**src/rtl/spi_seq_pkg.sv**
```systemverilog
// Shared constants for the SPI transfer sequencer: sequencer state encoding,
// byte width and the default fill byte.
package spi_seq_pkg;

  localparam int BYTE_W = 8;
  localparam logic [BYTE_W-1:0] FILL_BYTE_DEFAULT = 8'hFF;

  typedef enum logic [2:0] {
    IDLE   = 3'd0,
    LOAD   = 3'd1,
    ISSUE  = 3'd2,
    WAIT   = 3'd3,
    FINISH = 3'd4
  } state_t;

endpackage

```
**src/rtl/spi_xfer_sequencer_if.sv**
```systemverilog
// Bundle of the sequencer's command, TX/RX FIFO and SPI-master byte ports.
// slave = sequencer side, master = surrounding logic / bench side.
interface spi_xfer_sequencer_if #(
  parameter int LEN_W = 8
);
  logic             cmd_valid;
  logic             cmd_ready;
  logic [LEN_W-1:0] cmd_len;
  logic             cmd_tx_en;
  logic             cmd_rx_en;
  logic [7:0]       wr_data;
  logic             wr_valid;
  logic             wr_ready;
  logic [7:0]       rd_data;
  logic             rd_valid;
  logic             rd_ready;
  logic [7:0]       m_tx_data;
  logic             m_tx_valid;
  logic             m_tx_ready;
  logic [7:0]       m_rx_data;
  logic             m_rx_valid;
  logic             busy;
  logic             done;
  logic             error;

  modport slave (
    input  cmd_valid, cmd_len, cmd_tx_en, cmd_rx_en, wr_data, wr_valid,
           rd_ready, m_tx_ready, m_rx_data, m_rx_valid,
    output cmd_ready, wr_ready, rd_data, rd_valid, m_tx_data, m_tx_valid,
           busy, done, error
  );

  modport master (
    output cmd_valid, cmd_len, cmd_tx_en, cmd_rx_en, wr_data, wr_valid,
           rd_ready, m_tx_ready, m_rx_data, m_rx_valid,
    input  cmd_ready, wr_ready, rd_data, rd_valid, m_tx_data, m_tx_valid,
           busy, done, error
  );
endinterface

```
**src/rtl/spi_seq_fifo.sv**
```systemverilog
// Synchronous FIFO with a registered first-word-fall-through head:
// out_data is valid whenever out_valid is high.
module spi_seq_fifo
  import spi_seq_pkg::*;
#(
  parameter int DEPTH = 8,
  parameter int W     = BYTE_W,
  localparam int AW   = $clog2(DEPTH),
  localparam int CW   = AW + 1
) (
  input  logic          clk,
  input  logic          rst,
  input  logic [W-1:0]  in_data,
  input  logic          in_valid,
  output logic          in_ready,
  output logic [W-1:0]  out_data,
  output logic          out_valid,
  input  logic          out_ready,
  output logic [CW-1:0] count
);

  logic [W-1:0]  mem [DEPTH];
  logic [AW-1:0] wr_ptr_reg;
  logic [AW-1:0] rd_ptr_reg;
  logic [AW-1:0] rd_ptr_inc;
  logic [CW-1:0] count_reg;
  logic [W-1:0]  head_reg;
  logic          push;
  logic          pop;

  assign in_ready   = (count_reg != CW'(DEPTH));
  assign out_valid  = (count_reg != '0);
  assign push       = in_valid && in_ready;
  assign pop        = out_valid && out_ready;
  assign rd_ptr_inc = rd_ptr_reg + AW'(1);
  assign out_data   = head_reg;
  assign count      = count_reg;

  always_ff @(posedge clk) begin
    if (push) mem[wr_ptr_reg] <= in_data;
  end

  always_ff @(posedge clk or posedge rst) begin
    if (rst) begin
      wr_ptr_reg <= '0;
      rd_ptr_reg <= '0;
      count_reg  <= '0;
      head_reg   <= '0;
    end else begin
      if (push) wr_ptr_reg <= wr_ptr_reg + AW'(1);
      if (pop)  rd_ptr_reg <= rd_ptr_inc;
      case ({push, pop})
        2'b10:   count_reg <= count_reg + CW'(1);
        2'b01:   count_reg <= count_reg - CW'(1);
        default: count_reg <= count_reg;
      endcase
      // The next head comes from the RAM if it is already stored there,
      // otherwise straight from the incoming write.
      if (pop) begin
        if (count_reg > CW'(1)) head_reg <= mem[rd_ptr_inc];
        else if (push)          head_reg <= in_data;
      end else if (push && (count_reg == '0)) begin
        head_reg <= in_data;
      end
    end
  end

endmodule

```
**src/rtl/spi_xfer_sequencer.sv**
```systemverilog
// Burst-level front end for a byte SPI master: streams TX FIFO or fill bytes
// and collects replies into an RX FIFO. Optional watchdog: SPI_SEQ_TIMEOUT_EN.
module spi_xfer_sequencer
  import spi_seq_pkg::*;
#(
  parameter int                DEPTH          = 8,
  parameter int                LEN_W          = 8,
  parameter logic [BYTE_W-1:0] FILL_BYTE      = FILL_BYTE_DEFAULT,
  parameter int                TIMEOUT_CYCLES = 64
) (
  input logic clk,
  input logic rst,
  spi_xfer_sequencer_if.slave bus
);

  localparam int CW = $clog2(DEPTH) + 1;

  state_t            state_reg;
  logic [LEN_W-1:0]  remaining_reg;
  logic              tx_en_reg;
  logic              rx_en_reg;
  logic              m_tx_valid_reg;
  logic [BYTE_W-1:0] m_tx_data_reg;
  logic              done_reg;

  logic [BYTE_W-1:0] tx_head;
  logic              tx_has;
  logic              tx_pop;
  logic [CW-1:0]     tx_count;
  logic              rx_push;
  logic              rx_in_ready;
  logic [CW-1:0]     rx_count;
  logic              load_go;
  logic              unused_ok;

  spi_seq_fifo #(.DEPTH(DEPTH), .W(BYTE_W)) u_tx_fifo (
    .clk(clk), .rst(rst),
    .in_data(bus.wr_data), .in_valid(bus.wr_valid), .in_ready(bus.wr_ready),
    .out_data(tx_head), .out_valid(tx_has), .out_ready(tx_pop),
    .count(tx_count)
  );

  spi_seq_fifo #(.DEPTH(DEPTH), .W(BYTE_W)) u_rx_fifo (
    .clk(clk), .rst(rst),
    .in_data(bus.m_rx_data), .in_valid(rx_push), .in_ready(rx_in_ready),
    .out_data(bus.rd_data), .out_valid(bus.rd_valid), .out_ready(bus.rd_ready),
    .count(rx_count)
  );

  assign unused_ok = &{1'b0, tx_count, rx_in_ready};

  // RX space is reserved before issue, so the single in-flight reply can
  // never overflow the RX FIFO.
  assign load_go = (!tx_en_reg || tx_has) && (!rx_en_reg || (rx_count != CW'(DEPTH)));
  assign tx_pop  = (state_reg == LOAD) && load_go && tx_en_reg;
  assign rx_push = (state_reg == WAIT) && bus.m_rx_valid && rx_en_reg;

`ifdef SPI_SEQ_TIMEOUT_EN
  localparam int WD_W = $clog2(TIMEOUT_CYCLES + 1);
  logic [WD_W-1:0] wd_reg;
  logic            error_reg;
  assign bus.error = error_reg;
`else
  localparam int unused_timeout = TIMEOUT_CYCLES;
  assign bus.error = 1'b0;
`endif

  always_ff @(posedge clk or posedge rst) begin
    if (rst) begin
      state_reg      <= IDLE;
      remaining_reg  <= '0;
      tx_en_reg      <= 1'b0;
      rx_en_reg      <= 1'b0;
      m_tx_valid_reg <= 1'b0;
      m_tx_data_reg  <= '0;
      done_reg       <= 1'b0;
`ifdef SPI_SEQ_TIMEOUT_EN
      wd_reg         <= '0;
      error_reg      <= 1'b0;
`endif
    end else begin
      done_reg <= 1'b0;
`ifdef SPI_SEQ_TIMEOUT_EN
      error_reg <= 1'b0;
`endif
      case (state_reg)
        IDLE: begin
          if (bus.cmd_valid) begin
            remaining_reg <= bus.cmd_len;
            tx_en_reg     <= bus.cmd_tx_en;
            rx_en_reg     <= bus.cmd_rx_en;
            if (bus.cmd_len == '0) begin
              state_reg <= FINISH;
              done_reg  <= 1'b1;
            end else begin
              state_reg <= LOAD;
            end
          end
        end
        LOAD: begin
          if (load_go) begin
            m_tx_data_reg  <= tx_en_reg ? tx_head : FILL_BYTE;
            m_tx_valid_reg <= 1'b1;
            state_reg      <= ISSUE;
          end
        end
        ISSUE: begin
          if (bus.m_tx_ready) begin
            m_tx_valid_reg <= 1'b0;
            state_reg      <= WAIT;
`ifdef SPI_SEQ_TIMEOUT_EN
            wd_reg         <= '0;
`endif
          end
        end
        WAIT: begin
          if (bus.m_rx_valid) begin
            remaining_reg <= remaining_reg - LEN_W'(1);
            if (remaining_reg == LEN_W'(1)) begin
              state_reg <= FINISH;
              done_reg  <= 1'b1;
            end else begin
              state_reg <= LOAD;
            end
          end
`ifdef SPI_SEQ_TIMEOUT_EN
          else if (wd_reg == WD_W'(TIMEOUT_CYCLES - 1)) begin
            remaining_reg <= '0;
            state_reg     <= FINISH;
            done_reg      <= 1'b1;
            error_reg     <= 1'b1;
          end else begin
            wd_reg <= wd_reg + WD_W'(1);
          end
`endif
        end
        FINISH:  state_reg <= IDLE;
        default: state_reg <= IDLE;
      endcase
    end
  end

  assign bus.cmd_ready  = (state_reg == IDLE);
  assign bus.busy       = (state_reg != IDLE);
  assign bus.m_tx_valid = m_tx_valid_reg;
  assign bus.m_tx_data  = m_tx_data_reg;
  assign bus.done       = done_reg;

endmodule

```
**src/flat_wrapper.sv**
```systemverilog
// flat-port wrapper written by rule: the top's interface ports become plain ports
module spi_xfer_sequencer_flat import spi_seq_pkg::*;
#(
  parameter int                DEPTH          = 8,
  parameter int                LEN_W          = 8,
  parameter logic [BYTE_W-1:0] FILL_BYTE      = FILL_BYTE_DEFAULT,
  parameter int                TIMEOUT_CYCLES = 64
)
  (clk, rst, bus_cmd_valid, bus_cmd_len, bus_cmd_tx_en, bus_cmd_rx_en, bus_wr_data, bus_wr_valid, bus_rd_ready, bus_m_tx_ready, bus_m_rx_data, bus_m_rx_valid, bus_cmd_ready, bus_wr_ready, bus_rd_data, bus_rd_valid, bus_m_tx_data, bus_m_tx_valid, bus_busy, bus_done, bus_error);
  spi_xfer_sequencer_if #(.LEN_W(LEN_W)) bus_i ();
  input logic clk;
  input logic rst;
  input wire logic [$bits(bus_i.cmd_valid)-1:0] bus_cmd_valid;
  input wire logic [$bits(bus_i.cmd_len)-1:0] bus_cmd_len;
  input wire logic [$bits(bus_i.cmd_tx_en)-1:0] bus_cmd_tx_en;
  input wire logic [$bits(bus_i.cmd_rx_en)-1:0] bus_cmd_rx_en;
  input wire logic [$bits(bus_i.wr_data)-1:0] bus_wr_data;
  input wire logic [$bits(bus_i.wr_valid)-1:0] bus_wr_valid;
  input wire logic [$bits(bus_i.rd_ready)-1:0] bus_rd_ready;
  input wire logic [$bits(bus_i.m_tx_ready)-1:0] bus_m_tx_ready;
  input wire logic [$bits(bus_i.m_rx_data)-1:0] bus_m_rx_data;
  input wire logic [$bits(bus_i.m_rx_valid)-1:0] bus_m_rx_valid;
  output wire logic [$bits(bus_i.cmd_ready)-1:0] bus_cmd_ready;
  output wire logic [$bits(bus_i.wr_ready)-1:0] bus_wr_ready;
  output wire logic [$bits(bus_i.rd_data)-1:0] bus_rd_data;
  output wire logic [$bits(bus_i.rd_valid)-1:0] bus_rd_valid;
  output wire logic [$bits(bus_i.m_tx_data)-1:0] bus_m_tx_data;
  output wire logic [$bits(bus_i.m_tx_valid)-1:0] bus_m_tx_valid;
  output wire logic [$bits(bus_i.busy)-1:0] bus_busy;
  output wire logic [$bits(bus_i.done)-1:0] bus_done;
  output wire logic [$bits(bus_i.error)-1:0] bus_error;
  assign bus_i.cmd_valid = bus_cmd_valid;
  assign bus_i.cmd_len = bus_cmd_len;
  assign bus_i.cmd_tx_en = bus_cmd_tx_en;
  assign bus_i.cmd_rx_en = bus_cmd_rx_en;
  assign bus_i.wr_data = bus_wr_data;
  assign bus_i.wr_valid = bus_wr_valid;
  assign bus_i.rd_ready = bus_rd_ready;
  assign bus_i.m_tx_ready = bus_m_tx_ready;
  assign bus_i.m_rx_data = bus_m_rx_data;
  assign bus_i.m_rx_valid = bus_m_rx_valid;
  assign bus_cmd_ready = bus_i.cmd_ready;
  assign bus_wr_ready = bus_i.wr_ready;
  assign bus_rd_data = bus_i.rd_data;
  assign bus_rd_valid = bus_i.rd_valid;
  assign bus_m_tx_data = bus_i.m_tx_data;
  assign bus_m_tx_valid = bus_i.m_tx_valid;
  assign bus_busy = bus_i.busy;
  assign bus_done = bus_i.done;
  assign bus_error = bus_i.error;
  spi_xfer_sequencer #(.DEPTH(DEPTH), .LEN_W(LEN_W), .FILL_BYTE(FILL_BYTE), .TIMEOUT_CYCLES(TIMEOUT_CYCLES)) u_core (.clk(clk), .rst(rst), .bus(bus_i));
endmodule
```
**config.mk**
```make
export PLATFORM = sky130hd
export DESIGN_NAME = spi_xfer_sequencer_flat
export DESIGN_NICKNAME = d
export VERILOG_FILES = /design/src/rtl/spi_seq_pkg.sv /design/src/rtl/spi_xfer_sequencer_if.sv /design/src/rtl/spi_seq_fifo.sv /design/src/rtl/spi_xfer_sequencer.sv /design/src/flat_wrapper.sv
export SDC_FILE = /design/constraint.sdc
export NUM_CORES = 1
export LEC_CHECK = 0
export CORE_ASPECT_RATIO = 1.2
export CORE_MARGIN = 4
export CORE_UTILIZATION = 60
export DETAILED_ROUTE_END_ITERATION = 8
export MAX_ROUTING_LAYER = met4
export PLACE_DENSITY = 0.91
export SKIP_LAST_GASP = 1
export SLEW_MARGIN = 5
export SYNTH_ARGS = -nofsm -noshare
export SYNTH_HDL_FRONTEND = slang
export SYNTH_SLANG_ARGS = --single-unit
```
**constraint.sdc**
```tcl
create_clock -name clk -period 4.3 [get_ports clk]
set_input_delay 0.43 -clock clk [delete_from_list [all_inputs] [get_ports clk]]
set_output_delay 0.43 -clock clk [all_outputs]
set_load 0.02 [all_outputs]
```
==> metrics.md, run 1 <==
| Metric | Value |
|---|---|
| Mux contribution to synthesized area | `14.68%` |
| Min Tclk post-route | `3254 ps` |
| DR pass1 iterations | `6` |
| Worst Path Required | `4580 ps` |
| Die Height | `136.3 um` |
| VDD IR max | `584.5 uV` |
| NumNets Final | `646` |
| Main synth FF type | `edfxtp_1` |
| Yosys top cell by area | `edfxtp_1` |
| Most frequent cells after synthesis | `edfxtp_1, dfrtp_1, mux2i_1, nor2_1` |
| CP most frequent cell | `ha_1` |
| Most frequent cell after synthesis | `edfxtp_1` |
| Worst-Margin Slew | `1206 ps` |
| IO buf count | `54` |
| Total power | `0.006925 W` |
| Run status | `complete, no violations` |
| Simple-gate share of the synthesized area | `7.813%` |
| Cell Pwr Density | `732.4 nW/um^2` |
| CTS tree | `done` |
| Net Count, Synth | `roughly 600` |
| Synth Cell Area | `about 8000 um^2` |
| Htree depth | `4` |
| Share of cells above drive strength 1 | `13.91%` |
| # resized after CTS | `0` |
| Seq/Total Area, Yosys | `64.63%` |
| Yosys warnings | `0` |
| Fin crit share | `between 70 and 80%` |
| DR vias/cell | `6.128` |
| Gate Count Post-Synth | `541` |
| Worst setup SP type | `register` |
| Post-route ant nets | `0` |
| Number of flops mapped to enable cells by yosys | `roughly 130` |
| Placement Rows | `46` |
| Initial DRC count | `356` |
| Largest family of logic cells by synthesized area | `multiplexers` |
| Critical path peak fanout | `9` |
| Number of synthesized register bits | `187` |
| Largest net degree at the start of global routing | `44` |
| Syn-to-layout area delta | `14.87%` |
| Clk slew on worst S/H paths | `roughly 70 ps` |
| WL final | `16060 um` |
| Post-route clock skew | `between 10 and 15 ps` |
| CP top delay family | `simple AND/OR/NAND/NOR gates` |
| Yosys top cell area share | `between 40% and 50%` |
| TritonCTS buffer count | `17` |
| Total of max-cap violations | `0` |
| Hold buffers post-CTS | `0` |
| Initial core utilization | `61.65%` |
| Critical path buffers and inverters | `1` |
| Area share of xor/xnor cells in the synthesized design | `1.930%` |
| FF/Latch Area | `about 5300 um^2` |
| Critical path type | `reg -> reg` |
| Worst path cell trace | `inv_1 > ha_1 > nor3b_1 > nor2b_1 > ha_1 > o21ai_0 > a31oi_2 > and2_0 > o221ai_1` |
| FMAX | `0.3074 GHz` |
| Hpwl dp | `around 11000 um` |
| Initial antenna violation count | `0` |
| Final Max Slew Viols | `0` |
| Hold Violations, Final | `0` |
| Area of the multi-input gates | `2648 um^2` |
| FFs w/ async S/R, synth | `31.55%` |
| Setup repair bufs after CTS | `0` |
| Setup tns final | `0 ps` |
| CP max stage cell | `a31oi_2` |
| Ant. Diodes | `0` |
| Routed vias | `4774` |
| Routability cong. | `0.8572` |
| Area contributors post-synth | `edfxtp_1, dfrtp_1, mux4_2, mux2i_1, ha_1` |
| Peak per-stage delay on the critical path | `500 ps` |
| Syn Area/Cell | `15.22 um^2` |
| Grt ovf | `0` |
| Relative slew slack | `18.96%` |
| RSZ-0062 raised after global routing | `false` |
| Worst setup EP type | `register` |
| Compound-Gate Fraction of Synth Area | `under 10%` |
| Root buffer cell | `clkbuf_16` |
| Layout fillers | `806` |
| CTS Sinks | `around 190` |
| First-pass GRT wire length | `26180 um` |
| Core Area | `13350 um^2` |
| Skew-Pair Late Insertion Delay | `roughly 430 ps` |
| Arr. time, crit path | `3540 ps` |
| Ports | `56` |
| HP Class | `in -> async` |
| Die width | `114.9 um` |
| Post-route DRC | `0` |
| Post-synth cell types | `58` |
| Clk buf depth | `2` |
| Top flop regs | `u_core.u_rx_fifo.mem: 64 flops, u_core.u_tx_fifo.mem: 64 flops` |
| All-layer global routing usage | `22.82%` |
| Total die area | `15670 um^2` |
| Per-cell routed wire length | `slightly above 20 um` |
| Vias in the first global route | `5105` |
| Setup-failing EPs final | `0` |
| Static Leak | `3.547 nW` |
| Synth Area in Adders | `2.280%` |
-- report_power, final --
part           internal [W]  switching [W]  total [W]
Clock              0.000868       0.000689    0.00156
Sequential          0.00230       0.000362    0.00267
Combinational       0.00132        0.00138    0.00270
Total               0.00449        0.00243    0.00692
-- worst register-to-register path, cell delays in order (launching register included) --
cell and delay (ps):
dfrtp_1 450, inv_1 130, ha_1 270, nor3b_1 200, nor2b_1 340, ha_1 360, o21ai_0 210, a31oi_2 500
and2_0 460, o221ai_1 190
-- placed cells by master (no fill, tap or decap), types with 9 or more instances in the layout --
master	count
a21oi_1	9
clkbuf_16	17
clkdlybuf4s50_1	54
dfrtp_1	59
edfxtp_1	128
ha_1	15
inv_1	28
mux2_2	13
mux2i_1	51
mux4_2	24
nand2_1	29
nand3_1	14
nor2_1	34
nor3_1	11
o21ai_0	14
-- final timing paths --
check | start | depth (start not counted) | slack (ps) | end
max | u_core.u_rx_fifo.count[0] | 9 | 1050 | u_core.u_rx_fifo.out_data[6]
min | rst | 2 | 520 | u_core.remaining_reg[6]
max reg2reg | u_core.u_rx_fifo.count[0] | 9 | 1050 | u_core.u_rx_fifo.out_data[6]
min reg2reg | u_core.u_tx_fifo.count[3] | 1 | 520 | u_core.u_tx_fifo.count[3]
max in group asynchronous | rst | 3 | 3000 | u_core.u_rx_fifo.wr_ptr_reg[1]
min in group clk | u_core.u_tx_fifo.count[3] | 1 | 520 | u_core.u_tx_fifo.count[3]
-- per-layer routing --
layer | track usage [%] | part of all wire [%] | wire (um) | vias to the layer above
met5 | - | 0 | 0 | -
met4 | 8.350 | 2.1 | 339 | 0
met3 | 5.565 | 4.2 | 678 | 33
li1 | - | - | - | 2169
met1 | 25.36 | 38 | 6132 | 2416
met2 | 39.77 | 55 | 8908 | 156
-- metrics by stage --
stage / worst slack, ps / util, % / instance area [um^2] / instances / hold WS [ps]
6_report: 1046 / 70.81 / 9455 / 779 / 518.3
3_3_place_gp: 1298 / 66.39 / 8865 / 747 / 472.6
5_1_grt: 820.0 / 70.81 / 9455 / 779 / 539.3
2_1_floorplan: 1787 / - / 8232 / 541 / 462.3
4_1_cts: 1116 / 70.81 / 9455 / 779 / 515.7
3_5_place_dp: 1052 / 66.39 / 8865 / 747 / 505.3
-- layout make-up --
| type | count | area share [%] |
|---|---|---|
| flip-flops and latches | 187 | 56.27 |
| multi-input cells | 304 | 28.00 |
| repair buffers | 59 | 6.114 |
| clock buffers | 17 | 4.499 |
| well taps | 168 | 2.223 |
| clock inverters | 15 | 1.747 |
| inverters | 29 | 1.151 |
-- cells by family (layout without fill, tap and decap cells) --
family                   after synthesis  in the layout
other                                  1              1
AO/OA/AOI/OAI                         59             59
multiplexers                          89             89
flip-flops                           187            187
adder cells (fa/ha/maj)               15             15
XOR/XNOR                              16             16
buffers and inverters                 50            120
AND/OR/NAND/NOR                      124            124
Note: power is estimated with default switching activity, not from simulation.
==> run 2: changes to the inputs <==
CORE_UTILIZATION = 59   (was 60)
PLACE_DENSITY = 0.9   (was 0.91)
clock period = 3.1 ns   (was 4.3 ns; I/O delays follow)
==> run 2 against run 1 <==
Sequential share of layout area down 0.76 points. Sequential power grew 37%. Total power increased by 39%. Clock skew shrank 6.7 ps. Clock power is 31% higher. Register-to-register slack worse by 770 ps. Wire length is 1.6% lower. Critical endpoint is now u_core.u_rx_fifo.out_data[1]. Highest routed layer unchanged.
==> metrics.md, run 2 (same netlist as run 1, synthesis figures left out) <==
| Metric | Value |
|---|---|
| Share of cells above drive strength 1 | `16.56%` |
| Crit path capture | `u_core.u_rx_fifo.out_data[1]` |
| Worst setup EP type | `register` |
| WL final | `15800 um` |
| Post-route clock skew | `7.507 ps` |
| Critical path buffers and inverters | `1` |
| Clk slew on worst S/H paths | `~70 ps` |
| Root buffer cell | `clkbuf_16` |
| CP most frequent cell | `ha_1` |
| CP top delay family | `simple AND/OR/NAND/NOR gates` |
| Routability cong. | `~0.84` |
| CP max stage cell | `dfrtp_1` |
| Die width | `approximately 120 um` |
| Reg-to-reg slack, setup | `280 ps` |
| CP Launch Point | `u_core.u_rx_fifo.count[0]` |
| Skew-Pair Late Insertion Delay | `440 ps` |
| NumNets Final | `664` |
| R2R cell count | `9` |
| Clk buf depth | `2` |
| Met3 usage | `5.228%` |
| Routed vias | `4764` |
| Total of max-cap violations | `0` |
| Run status | `complete, no violations` |
| Critical path type | `reg -> reg` |
| Critical path peak fanout | `9` |
| Peak per-stage delay on the critical path | `440 ps` |
| IO buf count | `54` |
| Final Max Slew Viols | `0` |
| M2 GR Usage | `37.27%` |
| Worst Path Required | `3440 ps` |
| Fin crit share | `91.01%` |
| Placement Rows | `47` |
| Layout fillers | `885` |
| GR peak layer | `met2` |
| Htree depth | `4` |
| VDD IR max | `1020 uV` |
| Cell Pwr Density | `1003 nW/um^2` |
| Syn-to-layout area delta | `16.43%` |
| Setup-failing EPs final | `0` |
| Grt met1 use | `about 25%` |
| Setup tns final | `0 ps` |
| Commonest non-fill, non-tap cells in the layout | `edfxtp_1, dfrtp_1, clkdlybuf4s50_1` |
| TritonCTS buffer count | `17` |
| Worst hold slack | `between 300 and 400 ps` |
| HP Class | `in -> async` |
| Initial antenna violation count | `0` |
| Ports | `56` |
| Relative slew slack | `39.07%` |
| DR vias/cell | `5.962` |
| FMAX | `0.3545 GHz` |
| Initial core utilization | `59.82%` |
| Commonest non-fill, non-tap cell in the layout | `edfxtp_1` |
| Post-route cell area | `9584 um^2` |
| Initial DRC count | `401` |
| Die Height | `137.4 um` |
| Worst-Margin Slew | `912.6 ps` |
| Worst path cell trace | `inv_1 > ha_1 > nor3b_1 > nor2b_2 > ha_1 > o21ai_0 > nand4_2 > and2_1 > o221ai_1` |
| DR pass1 iterations | `5` |
| Hold Violations, Final | `0` |
| Arr. time, crit path | `between 3000 and 4000 ps` |
| Worst setup SP type | `register` |
| CTS tree | `done` |
| Crit Reg-Reg Endpoint | `u_core.u_rx_fifo.out_data[1]` |
| First-pass GRT wire length | `~25000 um` |
| Top flop regs | `u_core.u_rx_fifo.mem: 64 flops, u_core.u_tx_fifo.mem: 64 flops` |
| All-layer global routing usage | `21.78%` |
| Hpwl dp | `10800 um` |
| RSZ-0062 raised after global routing | `false` |
| Post-route ant nets | `0` |
| Ant. Diodes | `0` |
| Vias in the first global route | `about 4900` |
| Worst R2R Start | `u_core.u_rx_fifo.count[0]` |
| Core Area | `13760 um^2` |
| Stages on worst setup path | `9` |
| Largest net degree at the start of global routing | `between 40 and 50` |
| Post-route DRC | `0` |
| Per-cell routed wire length | `19.78 um` |
| Grt ovf | `0` |
| Area after DPL | `9001 um^2` |
| CTS Sinks | `about 190` |
| Static Leak | `between 3 and 4 nW` |
| Total die area | `15910 um^2` |
| Min Tclk post-route | `2821 ps` |
-- run 2: stage by stage --
stage	instances	setup WS [ps]	utilization (%)	total power, W
after CTS	798	81.08	69.49	0.009638
final	799	278.8	69.65	0.009612
after global placement	767	325.3	65.41	0.007307
after global routing	799	94.72	69.65	0.01015
after detailed placement	767	67.64	65.41	0.007544
after floorplan	541	587.4	-	0.006656
-- run 2: layout make-up --
type	count	area (um^2)	share of cell area (%)
clock buffer	17	425.4	4.439
tap	171	214.0	2.232
timing repair buffer	77	738.2	7.702
multi-input combinational	304	2643	27.57
inverter	29	108.9	1.136
clock inverter	14	135.1	1.410
sequential	187	5320	55.51
-- run 2: worst register-to-register path, cell delays in order, from the launching register on --
cell	delay (ps)
dfrtp_1	440
inv_1	130
ha_1	260
nor3b_1	380
nor2b_2	140
ha_1	300
o21ai_0	240
nand4_2	310
and2_1	320
o221ai_1	210
-- run 2: worst min path at each step --
stage | endpoint | slack, ps | cells past startpoint
6_report | u_core.u_tx_fifo.wr_ptr_reg[1] | 390 | 2
5_1_grt | u_core.u_tx_fifo.wr_ptr_reg[1] | 480 | 2
3_3_place_gp | u_core.u_tx_fifo.rd_ptr_reg[1] | 470 | 1
4_1_cts | u_core.u_tx_fifo.rd_ptr_reg[2] | 430 | 2
2_1_floorplan | u_core.u_rx_fifo.mem[0][0] | 410 | 0
3_5_place_dp | u_core.u_rx_fifo.rd_ptr_reg[2] | 500 | 1
-- run 2: power by group --
part / total [W] / leakage, nW / switching (W) / internal, W
Clock: 0.00204 / 0.280 / 0.000984 / 0.00106
Sequential: 0.00366 / 1.85 / 0.000468 / 0.00319
Combinational: 0.00390 / 1.52 / 0.00197 / 0.00194
Total: 0.00961 / 3.65 / 0.00342 / 0.00619
-- run 2: metal layers --
layer,share of wire (%),vias to the layer above,wire length [um]
met5,0,-,0
met4,1.4,0,229
met3,4.7,22,741
met2,55,125,8744
met1,39,2419,6087
li1,-,2198,-
-- run 2: what timing repair did --
| item | CTS | global route |
|---|---|---|
| hold buffers | 0 | 0 |
| gates resized for setup | 0 | 2 |
| endpoints found under the setup margin | 0 | 9 |
| buffers inserted | 0 | 1 |
==> run 3: changes to the inputs <==
==> constraint.sdc (replaced) <==
create_clock -name clk -period 3.1 [get_ports clk]
set_input_delay 0.31 -clock clk [delete_from_list [all_inputs] [get_ports clk]]
set_output_delay 0.31 -clock clk [all_outputs]
set_load 0.01 [all_outputs]
==> results of run 3 <==
Same layout as run 2 (identical final DEF). Status: complete, no violations.
Among the figures that moved: total power 0.009612 W -> 0.009522 W; worst IR drop on VDD 1020 uV -> 1005 uV
